==> src/rtl/simd_sat_addsub_pipe_pkg.sv <==
// Shared definitions for the packed-SIMD saturating add/sub pipeline.
package simd_sat_addsub_pipe_pkg;

  // Operation encodings applied uniformly to every lane
  typedef enum logic [1:0] {
    OP_ADD_WRAP = 2'b00,
    OP_ADD_SSAT = 2'b01,
    OP_ADD_USAT = 2'b10,
    OP_SUB_SSAT = 2'b11
  } op_e;

  // Subtraction is done as A + ~B + 1, so the adder only needs to know this bit
  function automatic logic op_is_sub(input op_e op);
    return (op == OP_SUB_SSAT);
  endfunction

endpackage

==> src/rtl/simd_sat_addsub_pipe_sat_lane.sv <==
// Combinational saturation of one lane: turns a raw (LANE_W+1)-bit sum into
// the final lane result and its "saturated" flag according to the operation.
module sat_lane
  import simd_sat_addsub_pipe_pkg::*;
#(
  parameter int LANE_W = 8
) (
  input  logic [LANE_W:0]   raw,
  input  logic              a_sgn,
  input  logic              b_sgn,
  input  op_e               op,
  output logic [LANE_W-1:0] res,
  output logic              ovf
);

  localparam logic [LANE_W-1:0] LANE_SMAX = {1'b0, {(LANE_W-1){1'b1}}};
  localparam logic [LANE_W-1:0] LANE_SMIN = {1'b1, {(LANE_W-1){1'b0}}};
  localparam logic [LANE_W-1:0] LANE_UMAX = {LANE_W{1'b1}};

  // Signed clamp direction follows the A operand sign: positive overflow -> max
  function automatic logic [LANE_W-1:0] sat_signed(input logic sgn);
    return sgn ? LANE_SMIN : LANE_SMAX;
  endfunction

  logic s_ovf;
  logic u_ovf;

  // Overflow detection: like-signed operands yielding an unlike-signed result,
  // or a carry out of the lane for unsigned arithmetic
  assign s_ovf = (a_sgn == b_sgn) && (raw[LANE_W-1] != a_sgn);
  assign u_ovf = raw[LANE_W];

  // Select result and flag by operation
  always_comb begin
    res = raw[LANE_W-1:0];
    ovf = 1'b0;
    case (op)
      OP_ADD_SSAT, OP_SUB_SSAT: begin
        if (s_ovf) begin
          res = sat_signed(a_sgn);
          ovf = 1'b1;
        end
      end
      OP_ADD_USAT: begin
        if (u_ovf) begin
          res = LANE_UMAX;
          ovf = 1'b1;
        end
      end
      default: begin
        res = raw[LANE_W-1:0];
        ovf = 1'b0;
      end
    endcase
  end

endmodule

==> src/rtl/simd_sat_addsub_pipe.sv <==
// Two-stage packed-SIMD add/subtract with per-lane saturation and a
// valid/ready handshake on both sides. Stage 1 holds the raw lane sums,
// stage 2 holds the saturated result presented on Sum/ovf.
module simd_sat_addsub_pipe
  import simd_sat_addsub_pipe_pkg::*;
#(
  parameter int LANE_W = 8,
  parameter int LANES  = 2,
  localparam int W     = LANE_W * LANES
) (
  input  logic             clk,
  input  logic             rst,
  input  logic             in_valid,
  output logic             in_ready,
  input  logic [1:0]       op,
  input  logic [W-1:0]     A,
  input  logic [W-1:0]     B,
  output logic             out_valid,
  input  logic             out_ready,
  output logic [W-1:0]     Sum,
  output logic [LANES-1:0] ovf,
  output logic [LANES-1:0] ovf_sticky,
  input  logic             clr_sticky
);

  op_e              op_c;
  logic             sub_c;
  logic             adv;
  logic             take;
  logic [LANE_W:0]  raw_c [LANES];
  logic [LANES-1:0] a_sgn_c;
  logic [LANES-1:0] b_sgn_c;

  logic             vld_p1;
  op_e              op_p1;
  logic [LANE_W:0]  raw_p1 [LANES];
  logic [LANES-1:0] a_sgn_p1;
  logic [LANES-1:0] b_sgn_p1;

  logic [W-1:0]     res_c;
  logic [LANES-1:0] ovf_c;

  assign op_c     = op_e'(op);
  assign sub_c    = op_is_sub(op_c);
  // The whole pipe moves in lockstep: it advances whenever the output slot is free or draining
  assign adv      = !out_valid | out_ready;
  assign in_ready = adv;
  assign take     = in_valid & adv;

  for (genvar i = 0; i < LANES; i++) begin : g_lane
    logic [LANE_W-1:0] a_l;
    logic [LANE_W-1:0] b_eff;

    // Per-lane adder; carry-in only for subtraction, no carry crosses lanes
    assign a_l        = A[i*LANE_W +: LANE_W];
    assign b_eff      = B[i*LANE_W +: LANE_W] ^ {LANE_W{sub_c}};
    assign raw_c[i]   = {1'b0, a_l} + {1'b0, b_eff} + (LANE_W+1)'(sub_c);
    assign a_sgn_c[i] = a_l[LANE_W-1];
    assign b_sgn_c[i] = b_eff[LANE_W-1];

    sat_lane #(.LANE_W(LANE_W)) u_sat (
      .raw   (raw_p1[i]),
      .a_sgn (a_sgn_p1[i]),
      .b_sgn (b_sgn_p1[i]),
      .op    (op_p1),
      .res   (res_c[i*LANE_W +: LANE_W]),
      .ovf   (ovf_c[i])
    );
  end

  // ---- Stage 1: raw lane sums, operand signs and op ----
  // Data is reset too so no X can ever reach Sum through a bubble
  always_ff @(posedge clk) begin
    if (rst) begin
      vld_p1   <= 1'b0;
      op_p1    <= OP_ADD_WRAP;
      raw_p1   <= '{default: '0};
      a_sgn_p1 <= '0;
      b_sgn_p1 <= '0;
    end else if (adv) begin
      vld_p1   <= take;
      op_p1    <= op_c;
      raw_p1   <= raw_c;
      a_sgn_p1 <= a_sgn_c;
      b_sgn_p1 <= b_sgn_c;
    end
  end

  // ---- Stage 2: saturated result register, held while the consumer stalls ----
  always_ff @(posedge clk) begin
    if (rst) begin
      out_valid <= 1'b0;
      Sum       <= '0;
      ovf       <= '0;
    end else if (adv) begin
      out_valid <= vld_p1;
      Sum       <= res_c;
      ovf       <= ovf_c;
    end
  end

  // Sticky status: a flag from an accepted beat wins over a same-cycle clear
  always_ff @(posedge clk) begin
    if (rst) begin
      ovf_sticky <= '0;
    end else begin
      ovf_sticky <= (clr_sticky ? '0 : ovf_sticky) |
                    ((out_valid & out_ready) ? ovf : '0);
    end
  end

endmodule

==> config.mk <==
export PLATFORM = sky130hd
export DESIGN_NAME = simd_sat_addsub_pipe
export DESIGN_NICKNAME = d
export VERILOG_FILES = /design/src/rtl/simd_sat_addsub_pipe_pkg.sv /design/src/rtl/simd_sat_addsub_pipe_sat_lane.sv /design/src/rtl/simd_sat_addsub_pipe.sv
export SDC_FILE = /design/constraint.sdc
export NUM_CORES = 1
export LEC_CHECK = 0
export ABC_AREA = 1
export CAP_MARGIN = 10
export CORE_MARGIN = 10
export CORE_UTILIZATION = 52
export CTS_BUF_LIST = sky130_fd_sc_hd__clkbuf_8
export DETAILED_ROUTE_END_ITERATION = 10
export PLACE_DENSITY = 0.86
export REMOVE_ABC_BUFFERS = 1
export SLEW_MARGIN = 20
export SYNTH_ARGS = -nofsm -noshare
export SYNTH_HDL_FRONTEND = slang
export SYNTH_SLANG_ARGS = --single-unit
==> constraint.sdc <==
create_clock -name clk -period 2.6 [get_ports clk]
set_input_delay 0.65 -clock clk [delete_from_list [all_inputs] [get_ports clk]]
set_output_delay 0.65 -clock clk [all_outputs]
set_load 0.05 [all_outputs]
# --- After elaboration in Yosys (flattened, before gate mapping) ---
# Index checks and enable logic that the tools add are counted.
totals:
  reg_bits: 46
  out_inout_bits: 22
  word_cells: 48
op_classes:
  n_addsub: 4
  n_eq_ne: 8
  mux: 16
  bitwise_logic: 6
  n_reduce_logical: 4
op_table:
  columns: ["operator", "count"]
  rows:
  - ["2-to-1 mux 8 bit", 6]
  - ["one-hot mux 8 bit (2 select lines)", 2]
  - ["adder 8 x 8 -> 9 bit", 2]
  - ["adder 9 x 1 -> 9 bit", 2]
  - ["XOR 8 bit", 2]
  - ["equality test 2 bit, second input constant", 3]
  - ["2-to-1 mux 1 bit", 4]
  - ["2-to-1 mux 2 bit", 2]
  - ["one-hot mux 1 bit (2 select lines)", 2]
  - ["AND 1 bit", 2]
  - ["equality test 1 bit", 2]
  - ["equality test 2 x 1 -> 1 bit, second input constant", 1]
  - ["logical AND 1 bit", 2]
  - ["inequality test 1 bit", 2]
  - ["OR 2 bit", 1]
  - ["OR reduction 2 bit", 1]
  - ["zero test 1 bit", 1]
  - ["OR 1 bit", 1]

# --- Logic depth before layout (Yosys ltp) ---
logic_depth:
  depth_word: 4
  depth_mapped: 13

# --- Hierarchy ---
# Synthesis repeated with hierarchy kept, for this count alone.
unflattened:
  cells_unflattened: 408
  area_unflattened_um2: 2841.5
by_module_without_submodules:
  columns: ["mod", "instances", "cells_per_inst", "area_per_inst_um2"]
  rows:
  - ["simd_sat_addsub_pipe", 1, 342, 2523.7]
  - ["sat_lane", 2, 33, 158.9]

# --- Worst setup path before layout ---
# OpenSTA, ideal clock, no wires.
synth_path:
  path_type: "input -> register"
  from: "in op[1]"
  to: "reg raw_p1[6] (netlist name)"
  arrival_ns: 2.119
  required_time_ns: 2.491
  slack_ns: 0.372
  path_stages: 11
  path_buffers: 1
  path_cell_list: "nand2_2 buf_2 xnor2_1 ha_1 nand2_1 o21ai_0 nand2_1 nand3_1 nand3_1 nand2_1 inv_1"
synth_between:
  elab_chain_len: 4
synth_lines:
  columns: ["element", "line", "source"]
  rows:
  - ["start, declared", "simd_sat_addsub_pipe.sv:15", "input logic [1:0] op,"]
  - ["equality test 2 bit (*)", "simd_sat_addsub_pipe_pkg.sv:14", "return (op == OP_SUB_SSAT);"]
  - ["XOR 8 bit", "simd_sat_addsub_pipe.sv:56", "assign b_eff = B[i*LANE_W +: LANE_W] ^ {LANE_W{sub_c}};"]
  - ["adder 8 x 8 -> 9 bit", "simd_sat_addsub_pipe.sv:57", "assign raw_c[i] = {1'b0, a_l} + {1'b0, b_eff} + (LANE_W+1)'(sub_c);"]
  - ["adder 9 x 1 -> 9 bit (*)", "simd_sat_addsub_pipe.sv:57", null]
  - ["end signal, assigned", "simd_sat_addsub_pipe.sv:83", "raw_p1 <= raw_c;"]
  - ["end, declared", "simd_sat_addsub_pipe.sv:36", "logic [LANE_W:0] raw_p1 [LANES];"]
# Mark *: on every way between the ends. The rest lies on a longest branch, timed or not.
# A chain may end at the register's enable or synchronous reset.

# --- Final worst setup path ---
# Same ends and word-level chain as after synthesis.

==> impl_metrics.yaml <==
worst_setup_path:
  cp-end-kind: "flop"
  cp.arrival_ns: 2.65
  start_kind: "input port"
  reg2regPathDepth: 6
  worst-setup-path-type: "input port to flop"
  rr_endpoint: "op_p1[0]"
  crit_fanout: 10
  r2r_slack_ns: 1.00
  r2r-start: "out_valid"
  required_ns: 2.80
sta:
  fmax_mhz: 408
  hold_viol: 0
  rsz0062_at_grt: "false"
  worst_pin_slew_ns: 0.596
  setup_viol: 0
  fin_crit_sh: 0.942
  final.setup.worst_slack_ns: 0.152
  min_period_ns: 2.45
  timing.hold.ws_ns: 0.464
  fin_skew_ns: 0.00762
  slew_headroom: 0.601
  maxSlewViolCount: 0
yosys:
  ys_warn_count: 0
  synth_top_cell_by_area: "dfxtp_1"
  netlist_area_mm2: 0.00260
  syn_avg_cell_area_um2: 7.25
  synth.distinct_cells: 29
  synth.top_cells.by_area: "dfxtp_1, nand2_1, a21oi_1"
  seq_area_frac_synth: 0.354
  synth-seq-cells: 46
  syn_inst: 359
  synth_top_area_share: 0.354
clock_tree:
  clk_path_buf_depth: 2
  cts_buffers: 5
  path_clk_slew_ns: 0.09
  cts_setup_buffers: 0
  insertion_delay_ns: 0.30
  cts_htree_levels: 2
  clock_sinks: 46
  clockRootBuffer: "clkbuf_8"
  cts_tree: "yes"
  cts_resized: 0
  cts_hold_buf: 0
floorplanning:
  io_pins: 61
  die_w_um: 90.7
  rows: 25
  core_mm2: 0.00479
  initial_core_util: 0.544
  die-area_mm2: 0.00823
  die_y_um: 90.7
drt:
  wl_per_cell_um: 12.3
  ant_nets: 0
  vias: 2551
  drc: 0
  drt_iter0_markers: 120
  wl_mm: 6.30
  drt_first_pass_iters: 4
  vias_per_cell: 5.00
grt:
  grt_pass1_vias: 2578
  antenna_found_initial: 0
  globalRoute.totalOverflow: 0
  grt_pass1_wl_mm: 10.9
  grt_max_degree: 43
  grt_util_all_layers: 0.152
min_path:
  min_to: "Sum[4]"
  hp-class: "flop to flop"
  hold_depth: 2
  worstHoldStart: "raw_p1[13]"
cells_and_area:
  multi_input_area_mm2: 0.00142
  layout-drive-gt1-share: 0.0971
  nNetsFinal: 497
  antenna_cells: 0
  regArea_um2: 921
  fill_cells: 357
  layout-area-overhead-vs-synth_pct: 37.0
place:
  gp_congestion: 0.841
  pre_cts_slack_ns: -0.232
  place_hpwl_mm: 4.84
  io_buffers: 60
run_status:
  outcome: "completed"
pwr:
  pwr-share-seq: 0.381
  clkPwrFrac: 0.283
  combPwrFrac: 0.336
  max-vdd-ir-drop_mv: 0.259
  p_sw_uw: 711
  powerDensity_mw_per_mm2: 621
  p_sw_frac: 0.321
  intPower_mw: 1.50
  p_leak_nw: 1.69
flow_run:
  drv_cap: 0
-- power by group through the flow --
stage / sequential, mW / clock, mW / combinational [mW]
after global placement: 0.855 / 0 / 0.718
after floorplan: 0.969 / 0 / 0.333
after CTS: 0.842 / 0.631 / 0.743
final: 0.843 / 0.626 / 0.744
after global routing: 0.854 / 0.656 / 0.824
after detailed placement: 0.857 / 0 / 0.735
-- critical path, cell delays in order --
cell and delay [ns]:
clkdlybuf4s50_1 0.53, nand2_4 0.13, buf_4 0.16, xnor2_1 0.11, ha_1 0.33, nand2_1 0.06
o21ai_0 0.22, nand2_1 0.11, nand3_1 0.08, nand3_1 0.12, nand2_1 0.10, inv_1 0.04
-- sequential cells by signal, indices dropped and copies added, names as in the netlist --
name and cells:
ovf 2, a_sgn_p1 2, vld_p1 1, ovf_sticky 2, op_p1 2, out_valid 1, b_sgn_p1 2, Sum 16
raw_p1 18
-- cell type report --
cell class                      instances  share of cell area
Multi-Input combinational cell        253               0.398
Sequential cell                        46               0.258
Timing Repair Buffer                   89               0.232
Inverter                               47              0.0495
Tap cell                               67              0.0235
Clock buffer                            5              0.0193
Clock inverter                          3              0.0193
-- per-layer routing --
| layer | part of all wire | global-route usage |
|---|---|---|
| met1 | 0.46 | 0.181 |
| met2 | 0.47 | 0.262 |
| met4 | 0.015 | 0.0584 |
| met3 | 0.048 | 0.0291 |
| met5 | 0 | 0 |
-- cell usage in the layout, fill, tap and decap left out, types with 14 or more instances in the layout --
cell type / count
nand2_1: 69
buf_4: 29
inv_1: 46
o21ai_0: 32
nand3_1: 17
dfxtp_1: 46
o21ai_1: 14
ha_1: 14
clkdlybuf4s50_1: 59
a21oi_1: 43
nor2_1: 21
-- metrics by stage --
step	util	setup TNS, ns	cell area, um2	total power, mW	std cells
after floorplan	-	-0.622	2510	1.30	346
after global placement	0.715	-0.935	3420	1.57	502
after detailed placement	0.715	-1.98	3420	1.59	502
after CTS	0.744	0	3560	2.22	510
after global routing	0.745	0	3560	2.33	510
final	0.745	0	3560	2.21	510
-- worst max-delay path by stage --
stage	from	end
floorplan	out_ready	Sum[6]
global placement	op[1]	raw_p1[17]
detailed placement	op[1]	raw_p1[17]
CTS	op[1]	raw_p1[13]
global route	op[0]	raw_p1[6]
finish	op[1]	raw_p1[6]
-- logic make-up after synthesis --
logic type,Yosys count,share of synthesized area
and+or+nand+nor,114,0.181
AOI/OAI and AO/OA,103,0.212
buffers and inverters,60,0.103
DFF,46,0.354
xor gates and xnor gates,20,0.0673
adders and majority gates,16,0.0827
-- cells in the mapped netlist --
master / instances
a21o_1: 1
a21oi_1: 43
a21oi_2: 1
a31oi_1: 5
and2_1: 1
buf_2: 2
buf_4: 1
buf_6: 5
clkbuf_1: 5
dfxtp_1: 46
fa_1: 2
ha_1: 14
inv_1: 46
inv_2: 1
nand2_1: 69
nand2_2: 1
nand3_1: 17
nand3b_1: 1
nand4_1: 2
nor2_1: 21
nor3_2: 1
o211ai_1: 1
o211ai_2: 1
o21ai_0: 34
o21ai_1: 12
o21bai_1: 5
or2_1: 1
xnor2_1: 10
xor2_1: 10
Power figures use the tool's default switching activity.
